[src/rtl/datapath_mux_unit_pkg.sv]
// Select encodings shared by the datapath selector slice of the
// single-cycle MIPS core.
package mux_sel_pkg;

    typedef enum logic [1:0] {
        RD_RT   = 2'b00,
        RD_RD   = 2'b01,
        RD_LINK = 2'b10,
        RD_ILL  = 2'b11
    } regdst_e;

    typedef enum logic [1:0] {
        DTR_ALU = 2'b00,
        DTR_MEM = 2'b01,
        DTR_PC4 = 2'b10,
        DTR_ILL = 2'b11
    } dtr_e;

    typedef enum logic {
        SRC_REG = 1'b0,
        SRC_IMM = 1'b1
    } alusrc_e;

    localparam int unsigned LINK_REG_DEF = 31;

endpackage

[src/rtl/datapath_mux_unit_if.sv]
// Select inputs, data operands and selected results of the
// datapath selector slice.
interface datapath_mux_unit_if #(
    parameter int DW = 32,
    parameter int AW = 5
);
    logic [1:0]    regdst_sel;
    logic [AW-1:0] rt;
    logic [AW-1:0] rd;
    logic [AW-1:0] reg_rd;

    logic [1:0]    dtr_sel;
    logic [DW-1:0] alu_out;
    logic [DW-1:0] dm_data_out;
    logic [DW-1:0] pc_plus4;
    logic [DW-1:0] data_to_reg;

    logic          alusrc;
    logic [DW-1:0] grf_out_b;
    logic [DW-1:0] ext_out;
    logic [DW-1:0] alusrc_out;

    logic          regwrite;
    logic          err_regdst;
    logic          err_dtr;

    modport master (
        output regdst_sel, rt, rd,
        output dtr_sel, alu_out, dm_data_out, pc_plus4,
        output alusrc, grf_out_b, ext_out,
        output regwrite,
        input  reg_rd, data_to_reg, alusrc_out,
        input  err_regdst, err_dtr
    );

    modport slave (
        input  regdst_sel, rt, rd,
        input  dtr_sel, alu_out, dm_data_out, pc_plus4,
        input  alusrc, grf_out_b, ext_out,
        input  regwrite,
        output reg_rd, data_to_reg, alusrc_out,
        output err_regdst, err_dtr
    );
endinterface

[src/rtl/datapath_mux_unit_sel_mux4.sv]
// Width-parameterised 4:1 selector whose fourth leg is a fixed zero.
module sel_mux4 #(
    parameter int W = 32
) (
    input  logic [1:0]   sel,
    input  logic [W-1:0] d0,
    input  logic [W-1:0] d1,
    input  logic [W-1:0] d2,
    output logic [W-1:0] y
);
    // Unknown or illegal selects fall to zero so no X reaches the GRF
    always_comb begin
        y = '0;
        case (sel)
            2'd0: y = d0;
            2'd1: y = d1;
            2'd2: y = d2;
            default: y = '0;
        endcase
    end
endmodule

[src/rtl/datapath_mux_unit.sv]
// RegDst, DatatoReg and ALUSrc selectors plus sticky flags that
// record illegal select codes used during a register write.
module datapath_mux_unit
    import mux_sel_pkg::*;
#(
    parameter int DW       = 32,
    parameter int AW       = 5,
    parameter int LINK_REG = LINK_REG_DEF
) (
    input logic           clk,
    input logic           reset,
    datapath_mux_unit_if.slave bus
);
    localparam logic [AW-1:0] LINK_ADDR = AW'(LINK_REG);

    logic err_regdst_q;
    logic err_dtr_q;

    sel_mux4 #(.W(AW)) u_regdst_mux (
        .sel (bus.regdst_sel),
        .d0  (bus.rt),
        .d1  (bus.rd),
        .d2  (LINK_ADDR),
        .y   (bus.reg_rd)
    );

    sel_mux4 #(.W(DW)) u_dtr_mux (
        .sel (bus.dtr_sel),
        .d0  (bus.alu_out),
        .d1  (bus.dm_data_out),
        .d2  (bus.pc_plus4),
        .y   (bus.data_to_reg)
    );

    // Case equality keeps an unknown alusrc from blending both operands
    assign bus.alusrc_out =
        (bus.alusrc === SRC_IMM) ? bus.ext_out   :
        (bus.alusrc === SRC_REG) ? bus.grf_out_b :
                                   '0;

    always_ff @(posedge clk or negedge reset) begin
        if (!reset) begin
            err_regdst_q <= 1'b0;
            err_dtr_q    <= 1'b0;
        end else begin
            if (bus.regwrite && bus.regdst_sel == RD_ILL)
                err_regdst_q <= 1'b1;
            if (bus.regwrite && bus.dtr_sel == DTR_ILL)
                err_dtr_q <= 1'b1;
        end
    end

    assign bus.err_regdst = err_regdst_q;
    assign bus.err_dtr    = err_dtr_q;

endmodule

[src/flat_wrapper.sv]
// flat-port wrapper written by rule: the top's interface ports become plain ports
module datapath_mux_unit_flat import mux_sel_pkg::*;
#(
    parameter int DW       = 32,
    parameter int AW       = 5,
    parameter int LINK_REG = LINK_REG_DEF
)
  (clk, reset, bus_regdst_sel, bus_rt, bus_rd, bus_dtr_sel, bus_alu_out, bus_dm_data_out, bus_pc_plus4, bus_alusrc, bus_grf_out_b, bus_ext_out, bus_regwrite, bus_reg_rd, bus_data_to_reg, bus_alusrc_out, bus_err_regdst, bus_err_dtr);
  datapath_mux_unit_if #(.DW(DW), .AW(AW)) bus_i ();
  input logic clk;
  input logic reset;
  input wire logic [$bits(bus_i.regdst_sel)-1:0] bus_regdst_sel;
  input wire logic [$bits(bus_i.rt)-1:0] bus_rt;
  input wire logic [$bits(bus_i.rd)-1:0] bus_rd;
  input wire logic [$bits(bus_i.dtr_sel)-1:0] bus_dtr_sel;
  input wire logic [$bits(bus_i.alu_out)-1:0] bus_alu_out;
  input wire logic [$bits(bus_i.dm_data_out)-1:0] bus_dm_data_out;
  input wire logic [$bits(bus_i.pc_plus4)-1:0] bus_pc_plus4;
  input wire logic [$bits(bus_i.alusrc)-1:0] bus_alusrc;
  input wire logic [$bits(bus_i.grf_out_b)-1:0] bus_grf_out_b;
  input wire logic [$bits(bus_i.ext_out)-1:0] bus_ext_out;
  input wire logic [$bits(bus_i.regwrite)-1:0] bus_regwrite;
  output wire logic [$bits(bus_i.reg_rd)-1:0] bus_reg_rd;
  output wire logic [$bits(bus_i.data_to_reg)-1:0] bus_data_to_reg;
  output wire logic [$bits(bus_i.alusrc_out)-1:0] bus_alusrc_out;
  output wire logic [$bits(bus_i.err_regdst)-1:0] bus_err_regdst;
  output wire logic [$bits(bus_i.err_dtr)-1:0] bus_err_dtr;
  assign bus_i.regdst_sel = bus_regdst_sel;
  assign bus_i.rt = bus_rt;
  assign bus_i.rd = bus_rd;
  assign bus_i.dtr_sel = bus_dtr_sel;
  assign bus_i.alu_out = bus_alu_out;
  assign bus_i.dm_data_out = bus_dm_data_out;
  assign bus_i.pc_plus4 = bus_pc_plus4;
  assign bus_i.alusrc = bus_alusrc;
  assign bus_i.grf_out_b = bus_grf_out_b;
  assign bus_i.ext_out = bus_ext_out;
  assign bus_i.regwrite = bus_regwrite;
  assign bus_reg_rd = bus_i.reg_rd;
  assign bus_data_to_reg = bus_i.data_to_reg;
  assign bus_alusrc_out = bus_i.alusrc_out;
  assign bus_err_regdst = bus_i.err_regdst;
  assign bus_err_dtr = bus_i.err_dtr;
  datapath_mux_unit #(.DW(DW), .AW(AW), .LINK_REG(LINK_REG)) u_core (.clk(clk), .reset(reset), .bus(bus_i));
endmodule
[config.mk]
export PLATFORM = sky130hd
export DESIGN_NAME = datapath_mux_unit_flat
export DESIGN_NICKNAME = d
export VERILOG_FILES = /design/src/rtl/datapath_mux_unit_pkg.sv /design/src/rtl/datapath_mux_unit_if.sv /design/src/rtl/datapath_mux_unit_sel_mux4.sv /design/src/rtl/datapath_mux_unit.sv /design/src/flat_wrapper.sv
export SDC_FILE = /design/constraint.sdc
export NUM_CORES = 1
export LEC_CHECK = 0
export ABC_AREA = 0
export BUFFER_PORTS_ARGS = -buffer_cell sky130_fd_sc_hd__buf_2
export CORE_AREA = 8 8 91 93
export CTS_CLUSTER_DIAMETER = 120
export DETAILED_ROUTE_END_ITERATION = 8
export DIE_AREA = 0 0 99 101
export PLACE_DENSITY = 0.66
export SLEW_MARGIN = 10
export SYNTH_ARGS = -nofsm -noshare
export SYNTH_HDL_FRONTEND = slang
export SYNTH_SLANG_ARGS = --single-unit
[constraint.sdc]
create_clock -name clk -period 1.2 [get_ports clk]
set_input_delay 0.24 -clock clk [delete_from_list [all_inputs] [get_ports clk]]
set_output_delay 0.24 -clock clk [all_outputs]
set_load 0.01 [all_outputs]
# --- Word-level counts from Yosys, hierarchy flattened ---
# Index checks and enable logic that the tools add are counted.
word_totals:
  ram_bits: 0
  regBits: 2
  romBits: 0
  memories: 0
  elab_cells: 18
  input_bits: 178
  latch_bits: 0
  output_inout_bits: 71
op_classes:
  n_div: 0
  n_mux: 4
  n_reduce_logical: 4
  add_sub_neg: 0
  n_bitwise: 0
  eq_ne: 8
  magnitude_cmp: 0
  n_shift: 0
  multipliers: 0
op_table:
  columns: ["operator", "n"]
  rows:
  - ["$pmux 32 s3", 1]
  - ["$mux 32", 2]
  - ["$pmux 5 s3", 1]
  - ["$eq 2x2->1 const B", 4]
  - ["$eq 2x1->1 const B", 2]
  - ["$logic_not 2->1", 2]
  - ["$eqx 1x1->1 const B", 2]
  - ["$logic_and 1x1->1", 2]

# --- Depth between registers and ports, before layout ---
# Gate-level depths: netlist of the first run.
logic_depth:
  ltp_word: 3
  mapped_depth: 5
  ltp_nobuf: 2

# --- Modules after synthesis ---
# Synthesis of the first run repeated with hierarchy kept, for this count alone.
hier_totals:
  cells_unflattened: 130
  hier_area_um2: 1517.7
modules_own_cells:
  columns: ["module", "instances", "cells_per_inst", "area_each_um2", "seq_area_each_um2"]
  rows:
  - ["sel_mux4 (u_core.u_dtr_mux)", 1, 77, 787.0, 0.0]
  - ["datapath_mux_unit", 1, 41, 615.6, 50.0]
  - ["sel_mux4 (u_core.u_regdst_mux)", 1, 12, 115.1, 0.0]

# --- Worst setup path after synthesis of the first run ---
# OpenSTA, ideal clock, no wires.
synth_path:
  path_type: "input -> output"
  start: "input port bus_alusrc"
  end: "output port bus_alusrc_out[24]"
  t_arrival_ps: 893
  stages: 3
  slack_ps: 67
  n_path_buf: 2
  required_time_ps: 960
  path_cell_list: "buf_2 buf_6 mux2_1"
synth_between:
  elab_chain_cells: 3
  word_cells_on_any_way: 4
  classes_between: "eq/ne: 2; mux: 2"
synth_lines:
  columns: ["item", "line_no", "rtl"]
  rows:
  - ["start, declared", "flat_wrapper.sv:19", "input wire logic [$bits(bus_i.alusrc)-1:0] bus_alusrc;"]
  - ["$eqx 1x1->1", "datapath_mux_unit.sv:38", "(bus.alusrc === SRC_REG) ? bus.grf_out_b :"]
  - ["$mux 32", "datapath_mux_unit.sv:38", null]
  - ["$mux 32 (*)", "datapath_mux_unit.sv:37", "(bus.alusrc === SRC_IMM) ? bus.ext_out :"]
  - ["end, declared", "flat_wrapper.sv:25", "output wire logic [$bits(bus_i.alusrc_out)-1:0] bus_alusrc_out;"]
# Every way passes the cells marked *; elsewhere a longest branch is shown, timed or not.

# --- Worst setup path after layout of the first run ---
layout_path:
  start: "input port bus_dtr_sel[0]"
  end: "output port bus_data_to_reg[16]"
layout_between:
  elab_chain_cells: 2
  word_cells_on_any_way: 4
  classes_between: "eq/ne: 2; mux: 1; reduce/logical: 1"
layout_lines:
  columns: ["item", "line_no", "rtl"]
  rows:
  - ["start, declared", "flat_wrapper.sv:15", "input wire logic [$bits(bus_i.dtr_sel)-1:0] bus_dtr_sel;"]
  - ["$eq 2x2->1 (tied with other cells)", "datapath_mux_unit_sel_mux4.sv:14", "case (sel)"]
  - ["$pmux 32 s3 (*)", "datapath_mux_unit_sel_mux4.sv:14", null]
  - ["end, declared", "flat_wrapper.sv:24", "output wire logic [$bits(bus_i.data_to_reg)-1:0] bus_data_to_reg;"]
# Marks and branches as above.

==> results.yml, run 1 <==
timing:
  rsz0062_at_grt: "yes"
  hold_viol: 0
  fin_crit_sh_pct: 108
  setup_violations: 35
  tightest_slew_ps: 366
  fin_crit_ps: 1290
  tns_ps: -2100
  fin_skew_ps: 0
  maxSlewHeadroom_pct: 75.6
  fmax_ghz: 0.775
  slew_viol_final: 0
  setup_ws_ps: -90.2
clock_tree:
  clk_pin_slew_ps: 30
  cts_tree: "done"
  cts_root_buf: "clkbuf_8"
  htreeDepth: 1
  clk_latency_ps: 210
  cts.sinks: 2
  cts_buffers: 3
  cts_max_path_buffers: 2
placement:
  gp_congestion: 0.913
  io_buffers: 248
  dp_hpwl_um: 7610
drt:
  dr.pass1.iters: 4
  drc: 0
  ant_nets: 0
  vias: 2208
  viasPerCell: 4.68
  wl_per_cell_um: 20.7
  routed_wirelength_um: 9790
  drt_iter0_drc: 20
synthesis:
  ys_seq_elements: 2
  synth_cell_type_count: 13
  syn_inst: 128
  avgSynthCellArea_um2: 11.6
  yosysSeqAreaShare_pct: 3.38
  synthTopCellsByArea: "o2bb2ai_2, mux2i_1, mux2_2"
  synth_area_leader_cell: "o2bb2ai_2"
  syn_nets: 306
  synth-warning-count: 0
  synth_top_area_share_pct: 30.4
  netlist_area_um2: 1480
final_layout:
  post-route-util_pct: 51.3
  syn_to_final_growth_pct: 141
  multi_input_area_um2: 1450
  drive_gt1_share_pct: 88.7
  fill_cells: 616
  fin_nets: 568
  final_common_cell: "buf_2"
  seqCellArea_um2: 50.0
  most-common-layout-cells: "buf_2, buf_6, mux2i_1"
power:
  pwr-share-seq_pct: 3.9
  cellLeakagePower_uw: 0.00191
  comb_power_share_pct: 81.2
  p_int_uw: 1120
  switching_share_pct: 35.7
  power.switching_uw: 624
  p_per_area_nw_per_um2: 490
  peakVddDrop_v: 0.000400
  clkPwrFrac_pct: 14.9
run:
  maxCapViolCount: 0
outcome:
  failed_checks: "setup timing"
  status: "finished, violations left"
die:
  core.rowCount: 31
  start_util_pct: 21.3
  die_w_um: 99
  die_y_um: 101
  io_pins: 249
  die_area_um2: 10000
  coreArea_um2: 6940
critical_path:
  worstPathRequired_ps: 960
  end_kind: "output port"
  startpoint_type: "input port"
  arrival_ps: 1050
  crit_type: "input port to output port"
  worstPathMaxFanout: 10
global_routing:
  grt_pass1_vias: 2530
  grt_pass1_wl_um: 13200
  grt_start_max_net_pins: 20
  antenna_found_initial: 3
  grt_util_all_layers_pct: 16.4
  grt-ovfl-total: 0
hold_path:
  hp-class: "input port to flip-flop"
synthesized netlist by cell type:
master     instances
a31o_2             2
and2b_1            1
buf_12             3
buf_2              4
buf_6              9
dfrtp_1            2
mux2_1             7
mux2_2            25
mux2i_1           32
nor2_1             5
nor2b_4            1
o2bb2ai_1          7
o2bb2ai_2         30
final cells by class:
cell class	count	area share (%)
multi-input cells	110	40.6
well taps	82	2.88
flip-flops and latches	2	1.40
repair buffers	273	53.8
diodes	2	0.140
clock buffers	3	1.16
through the flow:
step                      worst slack (ps)  hold slack [ps]  std cells  cell area [um^2]  total power (uW)
after floorplan                       66.9            -55.6        128              1480               602
after global placement                -134             24.6        453              2800              1120
after detailed placement              -165             28.0        453              2800              1140
after CTS                            -74.0              293        465              3100              1520
after global routing                  -132              298        472              3560              1850
final                                -90.2              296        472              3560              1750
cells by family (layout without fill, tap and decap cells):
logic type	Yosys count	count (layout)	share of synthesized area, %
mux	64	64	45.9
compound gates	39	39	35.7
buf+inv	16	276	12.2
simple gates	7	7	2.70
flops	2	2	3.38
other cells	0	2	0
final timing paths:
kind	startpoint	to	slack, ps	depth (start not counted)
max	bus_dtr_sel[0]	bus_data_to_reg[16]	-90	5
min	bus_regwrite	u_core.bus.err_dtr	300	2
max reg2reg	u_core.bus.err_regdst	u_core.bus.err_regdst	490	1
min reg2reg	u_core.bus.err_dtr	u_core.bus.err_dtr	470	1
max in group asynchronous	reset	u_core.bus.err_dtr	740	2
min in group asynchronous	reset	u_core.bus.err_regdst	360	2
sequential cells by signal, summed over array words and instances (netlist names):
name                   cells
u_core.bus.err_dtr         1
u_core.bus.err_regdst      1
power groups by stage:
stage                     clock [uW]  combinational, uW  sequential, uW
after floorplan                    0                533            69.1
after global placement             0               1050            68.9
after detailed placement           0               1070            69.0
after CTS                        269               1180            68.3
after global routing             277               1510            68.3
final                            260               1420            68.3
what timing repair did:
item / 4_1_cts / 5_1_grt
resized for setup: 23 / 69
endpoints found under the setup margin: 64 / 57
endpoints found under the hold margin: 2 / 0
cloned: 5 / 4
buffers inserted: 3 / 2
hold buffers: 1 / 0
worst max-delay path: stages:
cell       delay [ps]
buf_12            110
buf_12            150
mux2i_1           310
o2bb2ai_4         110
buf_6             130
per-layer routing:
layer,GRT usage (%),vias to the layer above,part of all wire (%)
met5,0,-,0.13
met4,5.19,2,0.95
met3,6.98,10,10
met2,32.5,158,56
met1,14.5,1000,33
li1,-,1038,-
(Power assumes the default switching activity.)
==> run 2, diff against run 1 <==
- RECOVER_POWER: not set -> 50
==> run 2 against run 1 <==
Effect of this change:
- the flow still finishes with violations (setup timing)
- critical path type unchanged
- final cell count unchanged
- total power about the same
- clock skew unchanged
- via count unchanged
- core utilization about the same
- die area unchanged
- worst hold slack about the same
- register-to-register slack about the same
- first-iteration DRC count unchanged
- clock power about the same
==> results.yml, run 2 (synthesis gave the netlist of run 1 again) <==
die:
  core.rowCount: 31
  die_y_um: 101
  coreArea_um2: 6940
  die_w_um: 99
  io_pins: 249
  die_area_um2: 10000
  start_util_pct: 21.3
drt:
  dr.pass1.iters: 4
  drt_iter0_drc: 20
  wl_per_cell_um: 20.7
  ant_nets: 0
  drc: 0
  routed_wirelength_um: 9790
  viasPerCell: 4.68
  vias: 2208
hold_path:
  hp-start: "bus_regwrite"
  hold_end: "u_core.bus.err_dtr"
  min_path_cells: 2
  hp-class: "input port to flip-flop"
outcome:
  status: "finished, violations left"
  failed_checks: "setup timing"
timing:
  tns_ps: -2100
  hold_viol: 0
  fmax_ghz: 0.775
  tightest_slew_ps: 366
  fin_crit_ps: 1290
  rsz0062_at_grt: "yes"
  maxSlewHeadroom_pct: 75.6
  setup_violations: 35
  setup_ws_ps: -90.2
  slew_viol_final: 0
  fin_crit_sh_pct: 108
  hold_slack_ps: 296
  fin_skew_ps: 0
clock_tree:
  cts_root_buf: "clkbuf_8"
  cts.sinks: 2
  htreeDepth: 1
  clk_pin_slew_ps: 30
  cts_tree: "done"
  clk_latency_ps: 210
  cts_max_path_buffers: 2
  cts_buffers: 3
critical_path:
  worstPathMaxFanout: 10
  worstPathRequired_ps: 960
  end_kind: "output port"
  startpoint_type: "input port"
  reg2reg_to: "u_core.bus.err_regdst"
  reg2reg_depth: 1
  crit_type: "input port to output port"
  arrival_ps: 1050
  worstReg2RegStart: "u_core.bus.err_regdst"
  r2r_setup_slack_ps: 490
power:
  pwr-share-seq_pct: 3.9
  switching_share_pct: 35.7
  power.switching_uw: 624
  cellLeakagePower_uw: 0.00190
  comb_power_share_pct: 81.2
  peakVddDrop_v: 0.000400
  clkPwrFrac_pct: 14.9
  p_per_area_nw_per_um2: 490
  p_int_uw: 1120
final_layout:
  postLayoutCellArea_um2: 3560
  fill_cells: 614
  drive_gt1_share_pct: 88.4
  fin_nets: 568
  final_cells: 472
  final_common_cell: "buf_2"
  syn_to_final_growth_pct: 141
  most-common-layout-cells: "buf_2, buf_6, mux2i_1"
global_routing:
  grt_pass1_wl_um: 13200
  antenna_found_initial: 3
  grt-ovfl-total: 0
  grt_util_all_layers_pct: 16.4
  grt_start_max_net_pins: 20
  grt_pass1_vias: 2530
placement:
  dp_hpwl_um: 7610
  placed_cell_area_um2: 2800
  gp_congestion: 0.913
  io_buffers: 248
  dp_cells: 453
run:
  maxCapViolCount: 0
==> run 2: per-stage QoR <==
stage | power [uW] | util (%) | worst slack (ps)
floorplan | 602 | - | 66.9
global placement | 1120 | 40.3 | -134
detailed placement | 1140 | 40.3 | -165
CTS | 1520 | 44.6 | -74.0
global route | 1850 | 51.3 | -132
finish | 1750 | 51.3 | -90.2
==> run 2: cell type report <==
| cell class | count | area [um^2] | share of cell area (%) |
|---|---|---|---|
| diodes | 2 | 5.00 | 0.140 |
| clock buffers | 3 | 41.3 | 1.16 |
| multi-input cells | 110 | 1450 | 40.6 |
| flip-flops and latches | 2 | 50.0 | 1.40 |
| well taps | 82 | 103 | 2.88 |
| repair buffers | 273 | 1920 | 53.8 |
==> run 2: how the worst max path moves through the flow <==
stage	slack [ps]	endpoint	start
6_report	-90	bus_data_to_reg[16]	bus_dtr_sel[0]
5_1_grt	-130	bus_data_to_reg[16]	bus_dtr_sel[0]
4_1_cts	-70	bus_data_to_reg[6]	bus_dtr_sel[0]
3_5_place_dp	-170	bus_data_to_reg[28]	bus_dtr_sel[0]
3_3_place_gp	-130	bus_data_to_reg[19]	bus_dtr_sel[0]
2_1_floorplan	70	bus_alusrc_out[24]	bus_alusrc
==> run 2: critical path: stages <==
cell and delay (ps):
buf_12 110, buf_12 150, mux2i_1 310, o2bb2ai_4 110, buf_6 130
==> run 2: timing repair <==
| item | in CTS | in global routing |
|---|---|---|
| hold buffers | 1 | 0 |
| hold endpoints to repair | 2 | 0 |
| endpoints found under the setup margin | 64 | 57 |
| gates cloned | 5 | 4 |
| buffers inserted | 3 | 2 |
| resized for setup | 23 | 69 |
==> run 2: power by group through the flow <==
stage / sequential, uW / clock (uW) / combinational [uW]
final: 68.3 / 260 / 1420
after global routing: 68.3 / 277 / 1510
after CTS: 68.3 / 269 / 1180
after detailed placement: 69.0 / 0 / 1070
after global placement: 68.9 / 0 / 1050
after floorplan: 69.1 / 0 / 533
==> run 2: metal layers <==
metal | up-vias | share of wire (%) | global-route usage [%]
li1 | 1038 | - | -
met1 | 1000 | 33 | 14.5
met2 | 158 | 56 | 32.5
met3 | 10 | 10 | 6.98
met4 | 2 | 0.95 | 5.19
met5 | - | 0.13 | 0
